--- src/rtl/conway_frame_serializer_if.sv ---
// Cell stream interface for conway_frame_serializer: valid/ready handshake carrying one
// board cell per transfer, tagged with its row/column and an end-of-frame marker.
interface conway_frame_serializer_if #(
   parameter int unsigned RW = 3,
   parameter int unsigned CW = 3
);
   logic          out_valid;
   logic          out_ready;
   logic          out_bit;
   logic [RW-1:0] out_row;
   logic [CW-1:0] out_col;
   logic          out_last;

   modport master (
      output out_valid,
      output out_bit,
      output out_row,
      output out_col,
      output out_last,
      input  out_ready
   );

   modport slave (
      input  out_valid,
      input  out_bit,
      input  out_row,
      input  out_col,
      input  out_last,
      output out_ready
   );
endinterface

--- src/rtl/conway_frame_serializer.sv ---
// Snapshots the Game of Life board and streams it cell by cell in row-major order over a
// valid/ready interface. Optional live-cell counter enabled by `define CONWAY_SER_POPCOUNT_EN.
module conway_frame_serializer #(
   parameter int unsigned ROWS = 8,
   parameter int unsigned COLS = 8
) (
   input  logic                     clk,
   input  logic                     rst,
   input  logic                     capture_i,
   input  logic [ROWS*COLS-1:0]     cells_i,
   conway_frame_serializer_if.master out_if,
   output logic                     busy_o,
   output logic                     overrun_o
`ifdef CONWAY_SER_POPCOUNT_EN
   ,
   output logic [$clog2(ROWS*COLS+1)-1:0] pop_count_o,
   output logic                     pop_valid_o
`endif
);

   localparam int unsigned N  = ROWS * COLS;
   localparam int unsigned RW = (ROWS > 1) ? $clog2(ROWS) : 1;
   localparam int unsigned CW = (COLS > 1) ? $clog2(COLS) : 1;
   localparam int unsigned IW = (N > 1) ? $clog2(N) : 1;

   typedef enum logic [0:0] {StIdle, StShift} state_e;

   state_e        state_q, state_d;
   logic [N-1:0]  shadow_q, shadow_d;
   logic [RW-1:0] row_q, row_d;
   logic [CW-1:0] col_q, col_d;
   logic          overrun_q, overrun_d;

   logic          shifting;
   logic          at_end;
   logic          xfer;
   logic [IW-1:0] idx;

   // Output decode from registered state only; out_ready never reaches out_valid.
   always_comb begin
      shifting = (state_q == StShift);
      at_end   = (row_q == RW'(ROWS - 1)) && (col_q == CW'(COLS - 1));
      xfer     = shifting && out_if.out_ready;
      idx      = IW'(row_q) * IW'(COLS) + IW'(col_q);

      out_if.out_valid = shifting;
      out_if.out_bit   = shifting & shadow_q[idx];
      out_if.out_row   = row_q;
      out_if.out_col   = col_q;
      out_if.out_last  = shifting & at_end;
      busy_o           = shifting;
      overrun_o        = overrun_q;
   end

   // Next-state: capture in idle, row-major counter walk on each transfer in shift.
   always_comb begin
      state_d   = state_q;
      shadow_d  = shadow_q;
      row_d     = row_q;
      col_d     = col_q;
      overrun_d = overrun_q;

      unique case (state_q)
         StIdle: begin
            if (capture_i) begin
               shadow_d = cells_i;
               row_d    = '0;
               col_d    = '0;
               state_d  = StShift;
            end
         end
         StShift: begin
            // A capture here is dropped, including on the final transfer cycle.
            if (capture_i) begin
               overrun_d = 1'b1;
            end
            if (out_if.out_ready) begin
               if (at_end) begin
                  row_d   = '0;
                  col_d   = '0;
                  state_d = StIdle;
               end else if (col_q == CW'(COLS - 1)) begin
                  col_d = '0;
                  row_d = row_q + RW'(1);
               end else begin
                  col_d = col_q + CW'(1);
               end
            end
         end
         default: state_d = StIdle;
      endcase
   end

   // State register with synchronous reset taking priority over everything.
   always_ff @(posedge clk) begin
      if (rst) begin
         state_q   <= StIdle;
         shadow_q  <= '0;
         row_q     <= '0;
         col_q     <= '0;
         overrun_q <= 1'b0;
      end else begin
         state_q   <= state_d;
         shadow_q  <= shadow_d;
         row_q     <= row_d;
         col_q     <= col_d;
         overrun_q <= overrun_d;
      end
   end

`ifdef CONWAY_SER_POPCOUNT_EN
   localparam int unsigned PW = $clog2(N + 1);

   logic [PW-1:0] pop_q, pop_d;
   logic          pop_valid_q, pop_valid_d;

   // Live-cell count accumulated from the emitted bits; held after the frame ends.
   always_comb begin
      pop_d       = pop_q;
      pop_valid_d = 1'b0;
      if (!shifting && capture_i) begin
         pop_d = '0;
      end else if (xfer) begin
         pop_d       = pop_q + PW'(out_if.out_bit);
         pop_valid_d = at_end;
      end
   end

   // Popcount registers.
   always_ff @(posedge clk) begin
      if (rst) begin
         pop_q       <= '0;
         pop_valid_q <= 1'b0;
      end else begin
         pop_q       <= pop_d;
         pop_valid_q <= pop_valid_d;
      end
   end

   assign pop_count_o = pop_q;
   assign pop_valid_o = pop_valid_q;
`endif

endmodule
--- src/flat_wrapper.sv ---
// flat-port wrapper written by rule: the top's interface ports become plain ports
module conway_frame_serializer_flat 
#(
   parameter int unsigned ROWS = 8,
   parameter int unsigned COLS = 8
)
  (clk, rst, capture_i, cells_i, busy_o, overrun_o, out_if_out_valid, out_if_out_bit, out_if_out_row, out_if_out_col, out_if_out_last, out_if_out_ready);
  conway_frame_serializer_if out_if_i ();
  input  logic clk;
  input  logic rst;
  input  logic capture_i;
  input  logic [ROWS*COLS-1:0] cells_i;
  output logic busy_o;
  output logic overrun_o;
  output wire logic [$bits(out_if_i.out_valid)-1:0] out_if_out_valid;
  output wire logic [$bits(out_if_i.out_bit)-1:0] out_if_out_bit;
  output wire logic [$bits(out_if_i.out_row)-1:0] out_if_out_row;
  output wire logic [$bits(out_if_i.out_col)-1:0] out_if_out_col;
  output wire logic [$bits(out_if_i.out_last)-1:0] out_if_out_last;
  input wire logic [$bits(out_if_i.out_ready)-1:0] out_if_out_ready;
  assign out_if_out_valid = out_if_i.out_valid;
  assign out_if_out_bit = out_if_i.out_bit;
  assign out_if_out_row = out_if_i.out_row;
  assign out_if_out_col = out_if_i.out_col;
  assign out_if_out_last = out_if_i.out_last;
  assign out_if_i.out_ready = out_if_out_ready;
  conway_frame_serializer #(.ROWS(ROWS), .COLS(COLS)) u_core (.clk(clk), .rst(rst), .capture_i(capture_i), .cells_i(cells_i), .out_if(out_if_i), .busy_o(busy_o), .overrun_o(overrun_o));
endmodule
--- config.mk ---
export PLATFORM = sky130hd
export DESIGN_NAME = conway_frame_serializer_flat
export DESIGN_NICKNAME = d
export VERILOG_FILES = /design/src/rtl/conway_frame_serializer_if.sv /design/src/rtl/conway_frame_serializer.sv /design/src/flat_wrapper.sv
export SDC_FILE = /design/constraint.sdc
export NUM_CORES = 1
export LEC_CHECK = 0
export CAP_MARGIN = 20
export CORE_MARGIN = 8
export CORE_UTILIZATION = 52
export DETAILED_ROUTE_END_ITERATION = 7
export GPL_ROUTABILITY_DRIVEN = 0
export GPL_TIMING_DRIVEN = 1
export PLACE_DENSITY = 0.83
export SYNTH_ARGS = -nofsm -noshare
export SYNTH_HDL_FRONTEND = slang
export SYNTH_SLANG_ARGS = --single-unit
--- constraint.sdc ---
create_clock -name clk -period 5.35 [get_ports clk]
set_input_delay 0.8025 -clock clk [delete_from_list [all_inputs] [get_ports clk]]
set_output_delay 0.8025 -clock clk [all_outputs]
set_load 0.03 [all_outputs]
==> results of run 1 <==
## layout by cell type, fill, tap and decap left out
cell type and instances:
sky130_fd_sc_hd__nor2b_1 3, sky130_fd_sc_hd__a21o_1 1, sky130_fd_sc_hd__mux4_2 16, sky130_fd_sc_hd__a2111oi_2 1, sky130_fd_sc_hd__and3_1 1, sky130_fd_sc_hd__nor3_1 1
sky130_fd_sc_hd__a41o_1 1, sky130_fd_sc_hd__nand3_1 7, sky130_fd_sc_hd__a2111oi_0 1, sky130_fd_sc_hd__clkdlybuf4s50_1 77, sky130_fd_sc_hd__a21oi_1 70, sky130_fd_sc_hd__nor2_1 8
sky130_fd_sc_hd__clkbuf_1 2, sky130_fd_sc_hd__ha_1 4, sky130_fd_sc_hd__buf_12 3, sky130_fd_sc_hd__a22oi_1 2, sky130_fd_sc_hd__buf_4 1, sky130_fd_sc_hd__o22ai_1 1
sky130_fd_sc_hd__clkinv_2 2, sky130_fd_sc_hd__bufinv_16 1, sky130_fd_sc_hd__inv_1 1, sky130_fd_sc_hd__nor3b_1 4, sky130_fd_sc_hd__nand2b_2 1, sky130_fd_sc_hd__mux2_2 1
sky130_fd_sc_hd__dfxtp_1 72, sky130_fd_sc_hd__nand4_1 2, sky130_fd_sc_hd__nor2b_4 1, sky130_fd_sc_hd__a31oi_1 3, sky130_fd_sc_hd__clkbuf_8 11, sky130_fd_sc_hd__or4b_1 1
sky130_fd_sc_hd__buf_2 1, sky130_fd_sc_hd__mux2i_1 1, sky130_fd_sc_hd__nand2_1 132
## area by class of cell
type	instances	area share (%)
inverters	1	0.09132
multi-input cells	263	37.20
repair buffers	82	20.52
flip-flops and latches	72	35.07
clock inverters	3	0.9741
clock buffers	13	3.866
well taps	75	2.283
## critical path, cell delays in order, from the launching register on
cell and delay, ps:
sky130_fd_sc_hd__dfxtp_1 680, sky130_fd_sc_hd__buf_4 330, sky130_fd_sc_hd__mux4_2 540, sky130_fd_sc_hd__a22oi_1 200, sky130_fd_sc_hd__nand4_1 140, sky130_fd_sc_hd__a41o_1 280
sky130_fd_sc_hd__clkdlybuf4s50_1 600
## state kept, by name, indices dropped and copies added (netlist names)
register               flops
u_core.busy_o              1
u_core.out_if.out_col      3
u_core.out_if.out_row      3
u_core.overrun_o           1
u_core.shadow_q           64
## how the worst min path moves through the flow
stage / start / to / slack [ps] / cells after the start
after global routing: u_core.shadow_q[7]$_SDFFE_PP0P_ / u_core.shadow_q[7]$_SDFFE_PP0P_ / 480 / 2
after floorplan: u_core.shadow_q[10]$_SDFFE_PP0P_ / u_core.shadow_q[10]$_SDFFE_PP0P_ / 430 / 2
after CTS: u_core.shadow_q[10]$_SDFFE_PP0P_ / u_core.shadow_q[10]$_SDFFE_PP0P_ / 450 / 2
after global placement: u_core.shadow_q[1]$_SDFFE_PP0P_ / u_core.shadow_q[1]$_SDFFE_PP0P_ / 440 / 2
after detailed placement: u_core.shadow_q[10]$_SDFFE_PP0P_ / u_core.shadow_q[10]$_SDFFE_PP0P_ / 450 / 2
final: u_core.shadow_q[10]$_SDFFE_PP0P_ / u_core.shadow_q[10]$_SDFFE_PP0P_ / 460 / 2
## power breakdown
| part | internal [mW] | switching, mW |
|---|---|---|
| clock | 0.240 | 0.195 |
| sequential | 0.565 | 0.0207 |
| combinational | 0.0864 | 0.0662 |
## metrics by stage
step	area, um^2	hold WS (ps)	utilization (%)
2_1_floorplan	3097	433.1	-
3_3_place_gp	3851	441.0	65.83
3_5_place_dp	3911	448.0	66.85
4_1_cts	4110	453.7	70.25
5_1_grt	4110	477.8	70.25
6_report	4110	455.8	70.25
## layer usage
layer	vias up	wire length (um)	part of all wire (%)	track usage (%)
li1	1370	-	-	-
met4	0	200	2.6	11.68
met2	73	3853	50	31.01
met5	-	0	0	0
met3	15	411	5.3	4.567
met1	1306	3298	42	21.65
## cell families after synthesis
logic type | after synthesis | share of synthesized area [%]
simple gates | 161 | 21.17
compound gates | 80 | 13.94
flops | 72 | 46.55
buf+inv | 32 | 4.404
mux | 18 | 12.32
fa+ha+maj | 4 | 1.616
==> results.md, run 1 <==
- Count of cells resized by post-cts repair: 0
- FFs w/ async S/R, synth: 0%
- Initial cell density of the core: 52.93%
- Total number of vias: 2764
- Gate Count Post-Synth: 367
- Clock latency on the worst-skew pair: 350 ps
- Maximum operating frequency: 0.2543 GHz
- Per-cell routed wire length: 15.25 um
- Total area of sequential cells: 1441 um^2
- Leakage dissipation: 1.511 nW
- Start of the worst register-to-register path: u_core.out_if.out_col[0]$_SDFFE_PP0P_
- Wire length of the first global-routing pass: 13010 um
- DRC marker count from the first detailed-route iteration: 161
- Sort of element at the end of the critical path: output port
- Sequential share of the synthesized area: 46.55%
- Top cells by area in the synthesized netlist: sky130_fd_sc_hd__dfxtp_1, sky130_fd_sc_hd__nand2_1, sky130_fd_sc_hd__mux4_2, sky130_fd_sc_hd__a21oi_1, sky130_fd_sc_hd__clkbuf_1
- Count of yosys warnings during synthesis: 0
- Final Cycle Share: 73.50%
- Transition time at the pin with the least slew margin: 726.9 ps
- Multi-input logic area: 1529 um^2
- Worst slack after detailed placement: 1785 ps
- Post-synth top area cell: sky130_fd_sc_hd__dfxtp_1
- Synth Cell Area: 3097 um^2
- Sum of negative setup slack: 0 ps
- Hold Violations, Final: 0
- Power density over the cells: 285.4 nW/um^2
- Clock tree from TritonCTS: built
- Std cell rows: 28
- Worst reg2reg path depth: 6
- Synth unique cells: 29
- # diodes: 0
- Required arrival time at the worst endpoint: 4550 ps
- Result of the run: completed
- H-tree levels: 3
- Worst path arrival time: 3130 ps
- Placed Instances: 493
- Post-synthesis net count: 439
- Drc violations: 0
- Worst Path Class, Setup: register to output port
- Layout area overhead: 32.73%
- Total power: 1.173 mW
- Total of flip-flops plus latches after synthesis: 72
- Final HPWL from detailed placement: 5569 um
- Most common cell in the netlist: sky130_fd_sc_hd__nand2_1
- Number of clock buffers inserted by TritonCTS: 9
- Final clock skew: 5.278 ps
- Top cells by count, synth: sky130_fd_sc_hd__nand2_1, sky130_fd_sc_hd__dfxtp_1, sky130_fd_sc_hd__a21oi_1, sky130_fd_sc_hd__clkbuf_1, sky130_fd_sc_hd__mux4_2
- Startpoint of the worst setup timing path: u_core.out_if.out_col[0]$_SDFFE_PP0P_
- Ports: 79
- Reg-to-reg slack, setup: 3320 ps
- Min cycle time layout: 3932 ps
- Via count of the first global-routing pass: 2812
- Most used flip-flop cell after synthesis: sky130_fd_sc_hd__dfxtp_1
- Nature of the critical path startpoint: register
- Post-detailed-route count of antenna-violating nets: 0
- EDFF count, synth: 0
- Core area: 5851 um^2
- Critical-path maximum fanout: 11
- Layout cell share with drive strength beyond 1: 8.986%
- Maximum number of pins on one net before global-route repair: 46
- Drt first pass iters: 4
- DR vias/cell: 5.430
- Final setup violation count: 0
- Total number of clock tree sinks: 72
- Antenna violations before repair: 0
- Type of the worst min-delay path: register to register
- Residual overflow from global routing: 0
- Max-capacitance violation count: 0
- Die outline area: 8681 um^2
- End point of the critical path: out_if_out_bit
- Yosys top cell area share: 46.55%
- Cell chosen for the clock root: sky130_fd_sc_hd__clkbuf_8
- Overall die height: 93.17 um
- Post-detailed-routing wire length: 7763 um
- Peak supply drop: 0.2767 mV
- Number of input and output port buffers inserted: 78
- Number of buffers inserted for hold repair after clock tree synthesis: 0
- Count of filler cells inserted in the layout: 451
- Final critical-path setup slack: 1418 ps
- Post-CTS setup buffer count: 0
- RSZ-0062 raised after global routing: no
- Worst reg2reg path endpoint: u_core.out_if.out_row[2]$_SDFFE_PP0P_
- Fin. max-slew vios: 0
- Total Nets Final: 501
- Average footprint of a synthesized cell: 8.438 um^2
- Total track usage: 18.83%
- Die span in x: 93.17 um
- Max clock buf depth: 2
- Worst relative slew slack: 51.48%
- Non-Filler Instances: 509
- Register clock-pin slew on the reported worst setup and hold paths: 70 ps
(Power assumes the default switching activity.)
==> inputs of run 2 (changes only) <==
Settings changed: CORE_UTILIZATION 52 to 49, PLACE_DENSITY 0.83 to 0.79.
Clock period 5.35 ns to 3.8 ns, I/O delays scaled along.
==> run 2 against run 1 <==
Net effect:
- sequential share of layout area barely moved
- critical path depth did not move
- critical endpoint unchanged
- sequential power rose by 41%
- sequential cell count did not move
==> results.md, run 2 (synthesized netlist as in run 1, its figures left out) <==
- Worst Path Class, Setup: register to output port
- Clock tree from TritonCTS: built
- Min cycle time layout: 3325 ps
- Layout area overhead: 32.57%
- Total number of clock tree sinks: 72
- Drt first pass iters: 4
- Die outline area: 9119 um^2
- Post-CTS setup buffer count: 0
- Post-place instance area: 3899 um^2
- Via count of the first global-routing pass: 2794
- Sort of element at the end of the critical path: output port
- Per-cell routed wire length: 15.25 um
- Hold Violations, Final: 0
- DRC marker count from the first detailed-route iteration: 172
- Number of buffers inserted for hold repair after clock tree synthesis: 0
- Cell chosen for the clock root: sky130_fd_sc_hd__clkbuf_8
- Highest-utilization routing layer at the global route stage: met2
- Peak supply drop: 0.2674 mV
- Worst path arrival time: 2750 ps
- Final clock skew: 10.74 ps
- Fin. max-slew vios: 0
- Final Cycle Share: 87.49%
- Drc violations: 0
- Std cell rows: 29
- # diodes: 0
- Critical-path maximum fanout: 9
- Maximum operating frequency: 0.3008 GHz
- Core area: 6241 um^2
- Required arrival time at the worst endpoint: 3230 ps
- Result of the run: completed
- DR vias/cell: 5.427
- Die span in x: 95.50 um
- Max-capacitance violation count: 0
- Register clock-pin slew on the reported worst setup and hold paths: 70 ps
- Ports: 79
- Met1 usage: 21.24%
- Register with the most flip-flops: u_core.shadow_q
- Commonest cells after routing, fill and taps aside: sky130_fd_sc_hd__nand2_1, sky130_fd_sc_hd__clkdlybuf4s50_1, sky130_fd_sc_hd__dfxtp_1, sky130_fd_sc_hd__a21oi_1, sky130_fd_sc_hd__mux4_2
- Leakage dissipation: 1.507 nW
- Residual overflow from global routing: 0
- Count of cells resized by post-cts repair: 0
- Maximum number of pins on one net before global-route repair: 44
- Nature of the critical path startpoint: register
- Total Nets Final: 501
- Max clock buf depth: 2
- Most common cell after layout, fill and taps aside: sky130_fd_sc_hd__nand2_1
- Total number of vias: 2773
- Transition time at the pin with the least slew margin: 752.2 ps
- Worst relative slew slack: 49.79%
- Initial cell density of the core: 49.62%
- Total track usage: 18.06%
- GRT met2 Usage: 30.38%
- Final HPWL from detailed placement: 5683 um
- Number of input and output port buffers inserted: 78
- Clock latency on the worst-skew pair: 350 ps
- Overall die height: 95.50 um
- Number of clock buffers inserted by TritonCTS: 9
- Antenna violations before repair: 0
- Post-detailed-routing wire length: 7791 um
- Type of the worst min-delay path: register to register
- Number of flip-flops under the largest register name: 64
- H-tree levels: 3
- Final instance area: 4105 um^2
- Met3 track demand over resource: 3.780%
- Sum of negative setup slack: 0 ps
- Post-detailed-route count of antenna-violating nets: 0
- RSZ-0062 raised after global routing: no
- Wire length of the first global-routing pass: 12900 um
- Final setup violation count: 0
- Layout cell share with drive strength beyond 1: 9.677%
- Power density over the cells: 402.6 nW/um^2
-- run 2: cell types whose count changed in the layout (fill, tap and decap cells not counted) --
cell                              delta
sky130_fd_sc_hd__buf_12              -1
sky130_fd_sc_hd__clkbuf_1            -2
sky130_fd_sc_hd__clkdlybuf4s50_1     -1
sky130_fd_sc_hd__buf_4               +2
sky130_fd_sc_hd__clkinvlp_4          +2
-- run 2: worst max-delay path, cell delays in order (launching register included) --
cell and delay (ps):
sky130_fd_sc_hd__dfxtp_1 700, sky130_fd_sc_hd__mux4_2 580, sky130_fd_sc_hd__nor2b_1 150, sky130_fd_sc_hd__a2111oi_2 380, sky130_fd_sc_hd__a2111oi_0 150, sky130_fd_sc_hd__a41o_1 280, sky130_fd_sc_hd__buf_4 170
-- run 2: layout make-up --
cell class              instances  area [um^2]
clock buffers                  11        151.4
inverters                       1        3.754
repair buffers                 82        828.3
multi-input cells             263         1529
well taps                      77        96.34
flip-flops and latches         72         1441
fillers                       521         2136
clock inverters                 5        55.05
-- run 2: worst paths after layout --
kind | depth (start not counted) | slack, ps | startpoint | endpoint
setup / recovery | 6 | 480 | u_core.out_if.out_col[0]$_SDFFE_PP0P_ | out_if_out_bit
setup reg to reg | 6 | 1730 | u_core.out_if.out_col[0]$_SDFFE_PP0P_ | u_core.out_if.out_row[2]$_SDFFE_PP0P_
hold reg to reg | 2 | 450 | u_core.shadow_q[34]$_SDFFE_PP0P_ | u_core.shadow_q[34]$_SDFFE_PP0P_
hold / removal | 2 | 450 | u_core.shadow_q[34]$_SDFFE_PP0P_ | u_core.shadow_q[34]$_SDFFE_PP0P_
-- run 2: stage by stage --
stage                     hold WS, ps  worst slack [ps]  power [mW]  cells  util (%)
after floorplan                 433.1              1082      0.9462    367         -
after CTS                       453.8             483.4       1.664    511     65.78
after global routing            482.9             317.9       1.724    511     65.78
final                           451.6             475.3       1.653    511     65.78
after global placement          444.0             956.1       1.042    493     61.83
after detailed placement        443.5             858.8       1.055    495     62.47
-- run 2: routing by layer --
layer | wire, um | vias to the layer above
met1 | 3281 | 1302
met3 | 358 | 18
met4 | 218 | 0
met2 | 3933 | 82
met5 | 0 | -
li1 | - | 1371
-- run 2: power breakdown --
group / total (mW) / switching [mW] / internal [mW]
Combinational: 0.214 / 0.0944 / 0.120
Sequential: 0.823 / 0.0285 / 0.795
Clock: 0.615 / 0.279 / 0.336
